--- src/rtl/uart_text_console_if.sv ---
// Byte input, character read port and cursor/status outputs of the text console.
// Purely structural: carries no state and adds no latency.
// No backpressure: byteReady is a one-cycle strobe; the console buffers or drops bytes internally.
interface uart_text_console_if #(
    parameter int COLS = 16,
    parameter int ROWS = 4
);
    localparam int CW = $clog2(COLS);
    localparam int RW = $clog2(ROWS);

    logic             byteReady;
    logic [7:0]       dataIn;
    logic [RW+CW-1:0] charAddress;
    logic [7:0]       charOutput;
    logic [RW-1:0]    cursorRow;
    logic [CW-1:0]    cursorCol;
    logic             busy;
    logic             overflow;

    // Console side
    modport slave (
        input  byteReady, dataIn, charAddress,
        output charOutput, cursorRow, cursorCol, busy, overflow
    );

    // Byte source / text engine side
    modport master (
        output byteReady, dataIn, charAddress,
        input  charOutput, cursorRow, cursorCol, busy, overflow
    );
endinterface

--- src/rtl/uart_text_console.sv ---
// Scrolling character console: turns a received byte stream into a ROWS x COLS text buffer.
// One cycle per byte in IDLE; charOutput is registered one cycle after charAddress.
// While a clear runs, one byte is parked in a pending register; a further byte is dropped and flagged.
module uart_text_console #(
    parameter int         COLS  = 16,
    parameter int         ROWS  = 4,
    parameter logic [7:0] BLANK = 8'h20
) (
    input  logic               clk,
    input  logic               rst,
    uart_text_console_if.slave bus
);
    localparam int CW    = $clog2(COLS);
    localparam int RW    = $clog2(ROWS);
    localparam int AW    = CW + RW;
    localparam int CELLS = ROWS * COLS;

    localparam logic [CW-1:0] LAST_COL  = CW'(COLS - 1);
    localparam logic [RW-1:0] LAST_ROW  = RW'(ROWS - 1);
    localparam logic [AW-1:0] LAST_CELL = AW'(CELLS - 1);

    typedef enum logic [1:0] {CLEAR_ALL, IDLE, CLEAR_ROW} state_t;

    state_t        state, state_nxt;
    logic [RW-1:0] top_row, top_nxt;
    logic [RW-1:0] cur_row, row_nxt;
    logic [CW-1:0] cur_col, col_nxt;
    logic [AW-1:0] clr_cnt, cnt_nxt;
    logic          pend_vld, pend_vld_nxt;
    logic [7:0]    pend_dat, pend_dat_nxt;
    logic          ovf, ovf_nxt;

    logic          wr_en;
    logic [AW-1:0] wr_addr;
    logic [7:0]    wr_dat;

    logic          consume;
    logic          in_vld;
    logic [7:0]    in_dat;
    logic          newline;

    logic [RW-1:0] cur_phys;
    logic [RW-1:0] clr_phys;
    logic [RW-1:0] rd_phys;

    logic [7:0]    mem [CELLS];
    logic [7:0]    char_q;

    // Visual rows map onto physical rows through the scroll pointer; row writes
    // never move, scrolling only rotates top_row.
    assign cur_phys = cur_row + top_row;
    assign clr_phys = LAST_ROW + top_row;
    assign rd_phys  = bus.charAddress[AW-1:CW] + top_row;

    // Next-state logic: clear sequencing, byte interpretation and pending-slot management
    always_comb begin
        state_nxt    = state;
        top_nxt      = top_row;
        row_nxt      = cur_row;
        col_nxt      = cur_col;
        cnt_nxt      = clr_cnt;
        pend_vld_nxt = pend_vld;
        pend_dat_nxt = pend_dat;
        ovf_nxt      = ovf;
        wr_en        = 1'b0;
        wr_addr      = clr_cnt;
        wr_dat       = BLANK;
        newline      = 1'b0;
        // The pending byte always has priority over a fresh strobe in IDLE.
        consume      = (state == IDLE) && pend_vld;
        in_vld       = consume || ((state == IDLE) && bus.byteReady);
        in_dat       = pend_vld ? pend_dat : bus.dataIn;

        case (state)
            CLEAR_ALL: begin
                wr_en   = 1'b1;
                wr_addr = clr_cnt;
                cnt_nxt = clr_cnt + 1'b1;
                if (clr_cnt == LAST_CELL) begin
                    state_nxt = IDLE;
                    cnt_nxt   = '0;
                end
            end
            CLEAR_ROW: begin
                wr_en   = 1'b1;
                wr_addr = {clr_phys, clr_cnt[CW-1:0]};
                cnt_nxt = clr_cnt + 1'b1;
                if (clr_cnt[CW-1:0] == LAST_COL) begin
                    state_nxt = IDLE;
                    cnt_nxt   = '0;
                end
            end
            default: begin
                if (in_vld) begin
                    if (in_dat >= 8'h20 && in_dat <= 8'h7e) begin
                        wr_en   = 1'b1;
                        wr_addr = {cur_phys, cur_col};
                        wr_dat  = in_dat;
                        if (cur_col != LAST_COL) begin
                            col_nxt = cur_col + 1'b1;
                        end else begin
                            newline = 1'b1;
                        end
                    end else if (in_dat == 8'h0a) begin
                        newline = 1'b1;
                    end else if (in_dat == 8'h0d) begin
                        col_nxt = '0;
                    end else if (in_dat == 8'h08 && cur_col != '0) begin
                        col_nxt = cur_col - 1'b1;
                        wr_en   = 1'b1;
                        wr_addr = {cur_phys, col_nxt};
                    end
                    if (newline) begin
                        col_nxt = '0;
                        if (cur_row != LAST_ROW) begin
                            row_nxt = cur_row + 1'b1;
                        end else begin
                            // The old top row becomes the new bottom row and must be blanked.
                            top_nxt   = top_row + 1'b1;
                            state_nxt = CLEAR_ROW;
                            cnt_nxt   = '0;
                        end
                    end
                end
            end
        endcase

        if (consume) begin
            pend_vld_nxt = 1'b0;
        end
        // A strobe not taken directly goes to the pending slot if it is (or is becoming) free.
        if (bus.byteReady && !((state == IDLE) && !pend_vld)) begin
            if (pend_vld && !consume) begin
                ovf_nxt = 1'b1;
            end else begin
                pend_vld_nxt = 1'b1;
                pend_dat_nxt = bus.dataIn;
            end
        end
    end

    // State register; reset restarts the full-screen clear from any state
    always_ff @(posedge clk) begin
        if (rst) begin
            state    <= CLEAR_ALL;
            top_row  <= '0;
            cur_row  <= '0;
            cur_col  <= '0;
            clr_cnt  <= '0;
            pend_vld <= 1'b0;
            pend_dat <= '0;
            ovf      <= 1'b0;
        end else begin
            state    <= state_nxt;
            top_row  <= top_nxt;
            cur_row  <= row_nxt;
            cur_col  <= col_nxt;
            clr_cnt  <= cnt_nxt;
            pend_vld <= pend_vld_nxt;
            pend_dat <= pend_dat_nxt;
            ovf      <= ovf_nxt;
        end
    end

    // Character store write port; writes are suppressed while reset is held
    always_ff @(posedge clk) begin
        if (wr_en && !rst) begin
            mem[wr_addr] <= wr_dat;
        end
    end

    // Registered read port; a same-cycle write to the addressed cell returns the old value
    always_ff @(posedge clk) begin
        if (rst) begin
            char_q <= BLANK;
        end else begin
            char_q <= mem[{rd_phys, bus.charAddress[CW-1:0]}];
        end
    end

    assign bus.charOutput = char_q;
    assign bus.cursorRow  = cur_row;
    assign bus.cursorCol  = cur_col;
    assign bus.busy       = (state != IDLE);
    assign bus.overflow   = ovf;
endmodule
--- src/flat_wrapper.sv ---
// flat-port wrapper written by rule: the top's interface ports become plain ports
module uart_text_console_flat 
#(
    parameter int         COLS  = 16,
    parameter int         ROWS  = 4,
    parameter logic [7:0] BLANK = 8'h20
)
  (clk, rst, bus_byteReady, bus_dataIn, bus_charAddress, bus_charOutput, bus_cursorRow, bus_cursorCol, bus_busy, bus_overflow);
  uart_text_console_if #(.COLS(COLS), .ROWS(ROWS)) bus_i ();
  input  logic clk;
  input  logic rst;
  input wire logic [$bits(bus_i.byteReady)-1:0] bus_byteReady;
  input wire logic [$bits(bus_i.dataIn)-1:0] bus_dataIn;
  input wire logic [$bits(bus_i.charAddress)-1:0] bus_charAddress;
  output wire logic [$bits(bus_i.charOutput)-1:0] bus_charOutput;
  output wire logic [$bits(bus_i.cursorRow)-1:0] bus_cursorRow;
  output wire logic [$bits(bus_i.cursorCol)-1:0] bus_cursorCol;
  output wire logic [$bits(bus_i.busy)-1:0] bus_busy;
  output wire logic [$bits(bus_i.overflow)-1:0] bus_overflow;
  assign bus_i.byteReady = bus_byteReady;
  assign bus_i.dataIn = bus_dataIn;
  assign bus_i.charAddress = bus_charAddress;
  assign bus_charOutput = bus_i.charOutput;
  assign bus_cursorRow = bus_i.cursorRow;
  assign bus_cursorCol = bus_i.cursorCol;
  assign bus_busy = bus_i.busy;
  assign bus_overflow = bus_i.overflow;
  uart_text_console #(.COLS(COLS), .ROWS(ROWS), .BLANK(BLANK)) u_core (.clk(clk), .rst(rst), .bus(bus_i));
endmodule
--- config.mk ---
export PLATFORM = sky130hd
export DESIGN_NAME = uart_text_console_flat
export DESIGN_NICKNAME = d
export VERILOG_FILES = /design/src/rtl/uart_text_console_if.sv /design/src/rtl/uart_text_console.sv /design/src/flat_wrapper.sv
export SDC_FILE = /design/constraint.sdc
export NUM_CORES = 1
export LEC_CHECK = 0
export CELL_PAD_IN_SITES_DETAIL_PLACEMENT = 0
export CELL_PAD_IN_SITES_GLOBAL_PLACEMENT = 1
export CORE_UTILIZATION = 50
export CTS_CLUSTER_SIZE = 28
export DETAILED_ROUTE_END_ITERATION = 10
export PLACE_DENSITY_LB_ADDON = 0.15
export SLEW_MARGIN = 25
export SYNTH_ARGS = -nofsm -noshare
export SYNTH_HDL_FRONTEND = slang
export SYNTH_SLANG_ARGS = --single-unit
export TNS_END_PERCENT = 30
--- constraint.sdc ---
create_clock -name clk -period 5.9 [get_ports clk]
set_input_delay 1.18 -clock clk [delete_from_list [all_inputs] [get_ports clk]]
set_output_delay 1.18 -clock clk [all_outputs]
set_load 0.01 [all_outputs]
# Word level (Yosys, flattened, before mapping)
# Memory sizes are Yosys's and may differ from the RTL's. A register that Yosys moved wholly into a read port is not among the register bits.
# Index checks and enable logic that the tools add are counted.
totals:
  ff_bits: 26
  ram_bits: 512
  input_bits: 17
  elab_cells: 107
  mem_count: 1
memory_table:
  columns: ["name", "depth", "width", "read_ports", "rd_clocked_by_memory_dff", "wr", "line_no", "text"]
  rows:
  - ["u_core.mem", 64, 8, 1, 1, 1, "uart_text_console.sv:46", "logic [7:0] mem [CELLS];"]
op_classes:
  addsub: 8
  magnitude_cmp: 2
  n_eq_ne: 15
  n_mux: 44
  n_bitwise: 3
  n_reduce_logical: 26
ops:
  columns: ["cell", "n"]
  rows:
  - ["$mux 6", 10]
  - ["$mux 8", 4]
  - ["$eq 8x4->1 const B", 3]
  - ["$mux 4", 6]
  - ["$pmux 6 s2", 2]
  - ["$mux 1", 16]
  - ["$mux 2", 5]
  - ["$reduce_and 5->1", 2]
  - ["$ge 8x6->1 const B", 1]
  - ["$le 8x7->1 const B", 1]
  - ["$logic_and 1x1->1", 8]
  - ["$reduce_and 4->1", 2]
  - ["$reduce_bool 4->1", 2]
  - ["$add 6x1->6 const B", 1]
  - ["$eq 6x6->1 const B", 1]
  - ["$ne 2x1->1 const B", 3]
  - ["$ne 3x3->1 const B", 2]
  - ["$reduce_bool 3->1", 2]
  - ["$add 2x1->2 const B", 2]
  - ["$add 2x2->2", 2]
  - ["$add 4x1->4 const B", 1]
  - ["$eq 4x4->1 const B", 1]
  - ["$logic_not 1->1", 4]
  - ["$ne 4x4->1 const B", 1]
  - ["13 further kinds", 16]

# Logic depth before layout (Yosys ltp)
# Gate-level depths: netlist (run 1).
depth:
  depth_word: 12
  mapped_depth: 10
  depth_no_buf: 9

# Least setup slack after synthesis (run 1)
# OpenSTA, ideal clock, no wires.
synth_timing:
  kind: "in2reg"
  startpoint: "in bus_dataIn[1]"
  endpoint: "mem u_core.mem[0][5] (data pin)"
  setup_ns: 0.703
  arrival_time_ns: 4.503
  required_ns: 5.197
  path_slack_ns: 0.694
  cell_stages: 5
  path_buffers: 0
  cell_sequence: "mux2i_1 a21oi_1 a31oi_1 and3_1 o21ai_0"
synth_between:
  elab_chain_cells: 6
  word_cells_on_any_way: 7
  classes_between: "order compare: 2; mux: 4; reduce/logical: 1"
synth_lines:
  columns: ["element", "line_no", "text"]
  rows:
  - ["start: declaration", "flat_wrapper.sv:13", "input wire logic [$bits(bus_i.dataIn)-1:0] bus_dataIn;"]
  - ["$mux 8 *", "uart_text_console.sv:72", "in_dat = pend_vld ? pend_dat : bus.dataIn;"]
  - ["$ge 8x6->1 / $le 8x7->1 (equally long branches)", "uart_text_console.sv:95", "if (in_dat >= 8'h20 && in_dat <= 8'h7e) begin"]
  - ["$logic_and 1x1->1 *", "uart_text_console.sv:95", null]
  - ["$mux 8 *", "uart_text_console.sv:95", null]
  - ["$mux 8 *", "uart_text_console.sv:94", "if (in_vld) begin"]
  - ["$mux 8 *", "uart_text_console.sv:74", "case (state)"]
  - ["net u_core.wr_dat[5]", "uart_text_console.sv:35", "logic [7:0] wr_dat;"]
  - ["end: declaration", "uart_text_console.sv:46", null]
# The timed path passes the listed nets; every way through them passes the cells marked *.

# Worst setup path after layout (run 1)
layout_timing:
  startpoint: "in bus_dataIn[5]"
  endpoint: "mem u_core.mem[60][7], enable pin"
layout_between:
  elab_chain_cells: 12
  word_cells_on_any_way: 23
  classes_between: "order compare: 2; eq/ne: 3; mux: 15; reduce/logical: 3"
layout_lines:
  columns: ["element", "line_no", "text"]
  rows:
  - ["$mux 8 *", "uart_text_console.sv:72", null]
  - ["$eq 8x4->1", "uart_text_console.sv:108", "end else if (in_dat == 8'h08 && cur_col != '0) begin"]
  - ["$logic_and 1x1->1", "uart_text_console.sv:108", null]
  - ["$mux 1", "uart_text_console.sv:108", null]
  - ["$mux 1", "uart_text_console.sv:106", "end else if (in_dat == 8'h0d) begin"]
  - ["$mux 1", "uart_text_console.sv:104", "end else if (in_dat == 8'h0a) begin"]
  - ["$mux 1", "uart_text_console.sv:95", null]
  - ["$mux 1", "uart_text_console.sv:94", null]
  - ["$mux 1", "uart_text_console.sv:74", null]
  - ["$logic_and 1x1->1", "uart_text_console.sv:167", "if (wr_en && !rst) begin"]
  - ["$mux 1", "uart_text_console.sv:167", null]
  - ["$mux 1 (implied by the code)", "uart_text_console.sv:168", "mem[wr_addr] <= wr_dat;"]
# Every way passes the cells marked *; elsewhere a longest branch is shown, timed or not.

==> flow_summary_export.csv, run 1 <==
group,metric,value,unit
setup_path,startpoint_type,"input pin",
finish,antenna_cells,0,
logic_synthesis,synth_cells,1084,
detailed_routing,drt_first_iter_violations,985,
setup_path,critPathMaxFanout,8,
detailed_routing,first_pass_iters,5,
floorplan,core_area,0.0431,mm^2
setup_path,r2r_cells,7,
detailed_routing,wl_per_cell,25.8,um
floorplan,die_area,0.0445,mm^2
timing,finalWorstSetupSlack,1.30,ns
timing,min_period,4.60,ns
setup_path,cp.arrival,4.84,ns
timing,finalSetupViolations,0,
clocking,insertion_delay,0.61,ns
setup_path,startpoint,"bus_dataIn[5]",
setup_path,cp-end-kind,"register",
global_route,grt_max_degree,65,
clocking,cts_root_buf,"clkbuf_16",
logic_synthesis,synth_top_family_by_area,"multiplexers",
global_route,grt_pass1_vias,10772,
floorplan,start_util,0.507,
logic_synthesis,yosysTopAreaCell,"edfxtp_1",
setup_path,r2r-end,"u_core.mem[60][7]$_DFFE_PP_",
power_and_ir_drop,finalPower,7.87,mW
setup_path,r2r_slack,1.34,ns
global_route,grt_pass1_wl,72000,um
logic_synthesis,ys_seq_elements,546,
floorplan,rows,76,
logic_synthesis,yosys-mux-area-fraction,0.182,
logic_synthesis,seq_area_frac_synth,0.735,
placement,place_ws,0.676,ns
detailed_routing,viasPerCell,5.76,
setup_path,worst-setup-path-type,"in2reg",
logic_synthesis,synth_area_leaders,"edfxtp_1 70%, mux4_2 17%, dfxtp_1 3.1%, nor2_1 1.6%, mux2i_1 1.5%",
hold_path,hold_class,"reg2reg",
logic_synthesis,synthFlopType,"edfxtp_1",
floorplan,fp.dieW,211,um
logic_synthesis,synth_edf_count,512,
detailed_routing,ant_nets,0,
logic_synthesis,syn-mean-instance-area,20.1,um^2
timing,relSlewSlack,0.367,
logic_synthesis,netlist_area,0.0218,mm^2
clocking,cts_buffers,54,
logic_synthesis,yosys_warnings,0,
detailed_routing,wirelength,48400,um
clocking,clkSlewWorstSetupHoldPaths,0.06,ns
setup_path,crit_required,6.13,ns
clocking,cts_setup_buffers,0,
finish,num-nets-final,1272,
clocking,htreeDepth,2,
placement,portBuffers,32,
detailed_routing,drc_errors,0,
run_status,outcome,"completed",
detailed_routing,vias,10796,
power_and_ir_drop,peakVddDrop,0.000235,V
logic_synthesis,synth-compound-area-share,0.0210,
power_and_ir_drop,cellLeakagePower,9.04,nW
timing,setup_tns,0,ns
clocking,ctsHoldBuffers,0,
setup_path,rr_startpoint,"u_core.pend_vld$_SDFF_PP0_",
timing,rsz0062_at_grt,"false",
finish,areaGrowthSynthToFinish,15.5,%
clocking,cts_resized,0,
clocking,clk_path_buf_depth,3,
floorplan,boundaryPins,33,
global_route,antenna_found_initial,0,
clocking,cts.sinks,546,
clocking,cts_tree,"done",
placement,dp_hpwl,30800,um
setup_path,endpoint,"u_core.mem[60][7]$_DFFE_PP_",
logic_synthesis,synthXorXnorAreaFrac,0.00401,
run,maxCapViolations,0,
logic_synthesis,async_flop_share,0,
finish,layout-drive-gt1-share,0.258,
floorplan,die-height,211,um
timing,final_max_slew_viol_count,0,
logic_synthesis,synth.distinct_cells,59,
logic_synthesis,yosys.area_share.adder,0.00401,
power_and_ir_drop,power_density,312,mW/mm^2
timing,max_freq,217,MHz
logic_synthesis,synthTopCellsByCount,"512 x edfxtp_1, 161 x mux4_2, 96 x nor2_1",
logic_synthesis,yosysMostFrequentCell,"edfxtp_1",
finish,postLayoutCoreUtil,0.586,
global_route,overflow,0,
global_route,grt_usage,0.228,
timing,finClkSkew,0.0226,ns
timing,hold_violations,0,
logic_synthesis,yosysTopAreaCellShare,0.704,
logic_synthesis,yosys.area_share.simple,0.0425,
timing,tightest_slew,0.948,ns
timing,fin_crit_sh,0.780,
placement,routabilityCongestion,0.837,
[cell usage in the layout, fill, tap and decap left out, drive strengths merged, types with 3 or more instances in the layout]
cell,Yosys,routed
clkdlybuf4s50,0,28
nor3b,4,4
o21ai,9,9
a211oi,6,6
nor2b,3,3
dfxtp,34,34
or3,6,6
mux2,3,3
xnor2,5,5
or2,5,5
clkinv,0,23
nand2b,3,3
nor2,97,97
nand3,25,25
xor2,5,5
ha,7,7
edfxtp,512,512
o22ai,9,9
mux4,161,161
buf,20,70
and3,5,5
nand2,23,23
bufinv,0,6
a21oi,13,13
clkbuf,34,63
nor3,13,13
nand4,3,3
conb,1,64
inv,8,11
mux2i,32,32
a31oi,8,8
[cell families (layout without fill, tap and decap cells)]
logic type	count (synthesis)	count (layout)
and+or+nand+nor	197	197
xor gates and xnor gates	10	10
other	1	64
muxes	196	196
adders and majority gates	7	7
AOI/OAI and AO/OA	65	65
DFF	546	546
buffers and inverters	62	203
[registers in the layout (all words and copies together) (netlist names)]
name	cells
u_core.clr_cnt	6
u_core.bus.cursorRow	2
u_core.bus.cursorCol	4
u_core.top_row	2
u_core.pend_dat	8
u_core.bus.overflow	1
u_core.state	2
u_core.mem	512
u_core.bus.charOutput	8
u_core.pend_vld	1
[worst max-delay path, cell delays in order]
cell and delay, ns:
clkdlybuf4s50_1 0.48, or4b_4 0.56, a211o_1 0.38, nor2_1 0.34, nand3_1 0.15, a311oi_2 0.50
nand3_1 0.54, nor2_1 0.70
[worst min path at each step]
stage,from,end,slack [ns],cells past startpoint
2_1_floorplan,u_core.pend_dat[1]$_SDFFE_PP0P_,u_core.pend_dat[1]$_SDFFE_PP0P_,0.48,2
3_3_place_gp,u_core.bus.overflow$_SDFFE_PP0P_,u_core.bus.overflow$_SDFFE_PP0P_,0.45,2
3_5_place_dp,u_core.bus.overflow$_SDFFE_PP0P_,u_core.bus.overflow$_SDFFE_PP0P_,0.46,2
4_1_cts,u_core.bus.overflow$_SDFFE_PP0P_,u_core.bus.overflow$_SDFFE_PP0P_,0.49,2
5_1_grt,u_core.bus.overflow$_SDFFE_PP0P_,u_core.bus.overflow$_SDFFE_PP0P_,0.52,2
6_report,u_core.bus.overflow$_SDFFE_PP0P_,u_core.bus.overflow$_SDFFE_PP0P_,0.48,2
[per-stage QoR]
stage                     std cells  area (um^2)  hold WS [ns]
after global routing           1873        25200         0.515
final                          1873        25200         0.479
after CTS                      1873        25200         0.486
after detailed placement       1777        23500         0.462
after global placement         1777        23500         0.453
after floorplan                1147        22100         0.480
[layer usage]
metal | up-vias | track usage | share of wire
met1 | 5586 | 0.325 | 0.42
met4 | 0 | 0.0827 | 0.030
li1 | 4758 | - | -
met5 | - | 0 | 0
met2 | 375 | 0.352 | 0.47
met3 | 77 | 0.0445 | 0.071
[area by class of cell]
type | instances | area (um^2)
clock buffers | 62 | 1380
well taps | 585 | 732
inverters | 8 | 30.0
flip-flops and latches | 546 | 16100
repair buffers | 99 | 852
multi-input cells | 539 | 5840
fillers | 3216 | 17900
clock inverters | 34 | 333
[power by group]
part | leakage, nW | internal [mW] | switching [mW] | total [mW]
sequential | 5.74 | 4.20 | 0.0138 | 4.22
combinational | 2.47 | 0.142 | 0.171 | 0.313
clock | 0.832 | 1.93 | 1.41 | 3.34
total | 9.04 | 6.28 | 1.60 | 7.87
Power figures use the tool's default switching activity.
==> run 2, diff against run 1 <==
==> constraint.sdc (replaced) <==
create_clock -name clk -period 4.22 [get_ports clk]
set_input_delay 0.844 -clock clk [delete_from_list [all_inputs] [get_ports clk]]
set_output_delay 0.844 -clock clk [all_outputs]
set_load 0.01 [all_outputs]
==> flow_summary_export.csv, run 2 (synthesis gave the netlist of run 1 again) <==
group,metric,value,unit
run_status,outcome,"completed",
setup_path,crit_required,4.52,ns
timing,setup_tns,0,ns
finish,final_cell_mix,"512 x edfxtp_1, 161 x mux4_2, 130 x buf_4, 91 x nor2_1, 64 x conb_1",
detailed_routing,ant_nets,0,
hold_path,hold_depth,2,
finish,final_cells,1952,
floorplan,start_util,0.507,
timing,max_freq,276,MHz
run,maxCapViolations,0,
finish,layout-drive-gt1-share,0.297,
global_route,grt_usage,0.228,
placement,routabilityCongestion,0.794,
setup_path,crit_slowest_cell,"or4b_4",
global_route,overflow,0,
setup_path,cp-end-kind,"register",
timing,min_period,3.62,ns
clocking,clkSlewWorstSetupHoldPaths,0.06,ns
detailed_routing,vias,11032,
timing,finClkSkew,0.0216,ns
clocking,insertion_delay,0.61,ns
timing,tightest_slew,0.762,ns
setup_path,worstPathCellList,"clkdlybuf4s50_1 -> or4b_4 -> a211o_1 -> nor3_4 -> buf_4 -> a211oi_1 -> a211oi_2 -> buf_4 -> nand3_1 -> nor3_1 -> buf_4",
timing,relSlewSlack,0.487,
clocking,cts_resized,0,
placement,placedCellCount,1848,
floorplan,die_area,0.0445,mm^2
clocking,cts_buffers,55,
setup_path,r2r_cells,9,
finish,antenna_cells,0,
setup_path,startpoint_type,"input pin",
finish,largest_reg_flops,512,
clocking,clk_path_buf_depth,3,
global_route,grt_pass1_wl,73000,um
setup_path,critPathMaxFanout,8,
clocking,ctsHoldBuffers,0,
floorplan,rows,76,
clocking,cts.sinks,546,
clocking,cts_root_buf,"clkbuf_16",
placement,place_ws,0.00170,ns
hold_path,worstHoldEndpoint,"u_core.bus.overflow$_SDFFE_PP0P_",
floorplan,boundaryPins,33,
timing,finalWorstSetupSlack,0.596,ns
setup_path,worst-setup-path-type,"in2reg",
detailed_routing,viasPerCell,5.65,
setup_path,cp.arrival,3.92,ns
finish,largest_register,"u_core.mem",
finish,areaGrowthSynthToFinish,18.3,%
power_and_ir_drop,peakVddDrop,0.000329,V
timing,finalSetupViolations,0,
global_route,grt_pass1_vias,11259,
detailed_routing,drc_errors,0,
detailed_routing,drt_first_iter_violations,899,
floorplan,core_area,0.0431,mm^2
timing,rsz0062_at_grt,"false",
detailed_routing,wl_per_cell,24.9,um
hold_path,worstHoldStart,"u_core.bus.overflow$_SDFFE_PP0P_",
detailed_routing,wirelength,48500,um
power_and_ir_drop,power_density,426,mW/mm^2
setup_path,r2r_slack,0.60,ns
setup_path,r2r-end,"u_core.mem[33][4]$_DFFE_PP_",
setup_path,crit_top_cell,"buf_4",
hold_path,hold_class,"reg2reg",
detailed_routing,first_pass_iters,7,
power_and_ir_drop,cellLeakagePower,9.42,nW
global_route,grt_max_degree,65,
global_route,antenna_found_initial,0,
placement,dp_hpwl,31700,um
clocking,cts_setup_buffers,0,
timing,final_max_slew_viol_count,0,
setup_path,cpPeakStageDelay,0.57,ns
setup_path,rr_startpoint,"u_core.pend_vld$_SDFF_PP0_",
timing,fin_crit_sh,0.859,
finish,final_common_cell,"edfxtp_1",
clocking,cts_tree,"done",
finish,num-nets-final,1344,
timing,hold_violations,0,
floorplan,die-height,211,um
floorplan,fp.dieW,211,um
clocking,htreeDepth,2,
placement,portBuffers,32,
## run 2: cell count changes in the layout (fill, tap and decap cells not counted), sizes merged
cell / previous run / this run
clkbuf: 63 / 68
clkinv: 23 / 30
bufinv: 6 / 3
inv: 11 / 10
buf: 70 / 141
## run 2: layout make-up
type | count | area (um^2)
multi-input cells | 539 | 5840
flip-flops and latches | 546 | 16100
inverters | 8 | 30.0
well taps | 585 | 732
clock buffers | 67 | 1440
repair buffers | 170 | 1460
fillers | 3159 | 17200
clock inverters | 37 | 270
## run 2: how the worst max path moves through the flow
stage / from / end / cells after the start
final: bus_dataIn[4] / u_core.mem[33][4]$_DFFE_PP_ / 11
after detailed placement: bus_dataIn[4] / u_core.mem[33][4]$_DFFE_PP_ / 11
after CTS: u_core.pend_vld$_SDFF_PP0_ / u_core.mem[0][6]$_DFFE_PP_ / 11
after global routing: u_core.pend_vld$_SDFF_PP0_ / u_core.mem[0][1]$_DFFE_PP_ / 11
after floorplan: bus_dataIn[4] / u_core.mem[48][0]$_DFFE_PP_ / 8
after global placement: bus_dataIn[4] / u_core.mem[34][7]$_DFFE_PP_ / 9
## run 2: power by group
group | total [mW] | leakage, nW | internal (mW) | switching [mW]
registers | 5.89 | 5.74 | 5.87 | 0.0182
logic | 0.485 | 2.85 | 0.226 | 0.259
clock network | 4.62 | 0.836 | 2.62 | 2.00
total | 11.0 | 9.42 | 8.72 | 2.28
## run 2: metal layers
metal | GRT usage | part of all wire | vias to the layer above
met5 | 0 | 0 | -
met4 | 0.0577 | 0.018 | 0
met2 | 0.362 | 0.49 | 351
li1 | - | - | 4902
met3 | 0.0416 | 0.061 | 57
met1 | 0.329 | 0.43 | 5722
## run 2: per-stage QoR
stage / total power, mW / area [um^2] / hold slack, ns / utilization
global route: 11.3 / 25800 / 0.546 / 0.600
detailed placement: 6.50 / 24100 / 0.469 / 0.560
CTS: 11.1 / 25800 / 0.496 / 0.600
floorplan: 6.30 / 22100 / 0.480 / -
global placement: 6.50 / 24100 / 0.449 / 0.560
finish: 11.0 / 25800 / 0.486 / 0.600
## run 2: worst max-delay path, delay by kind of cell
kind	cells	cell delay [ns]
compound gates	3	0.77
buf+inv	4	1.01
simple gates	4	1.30
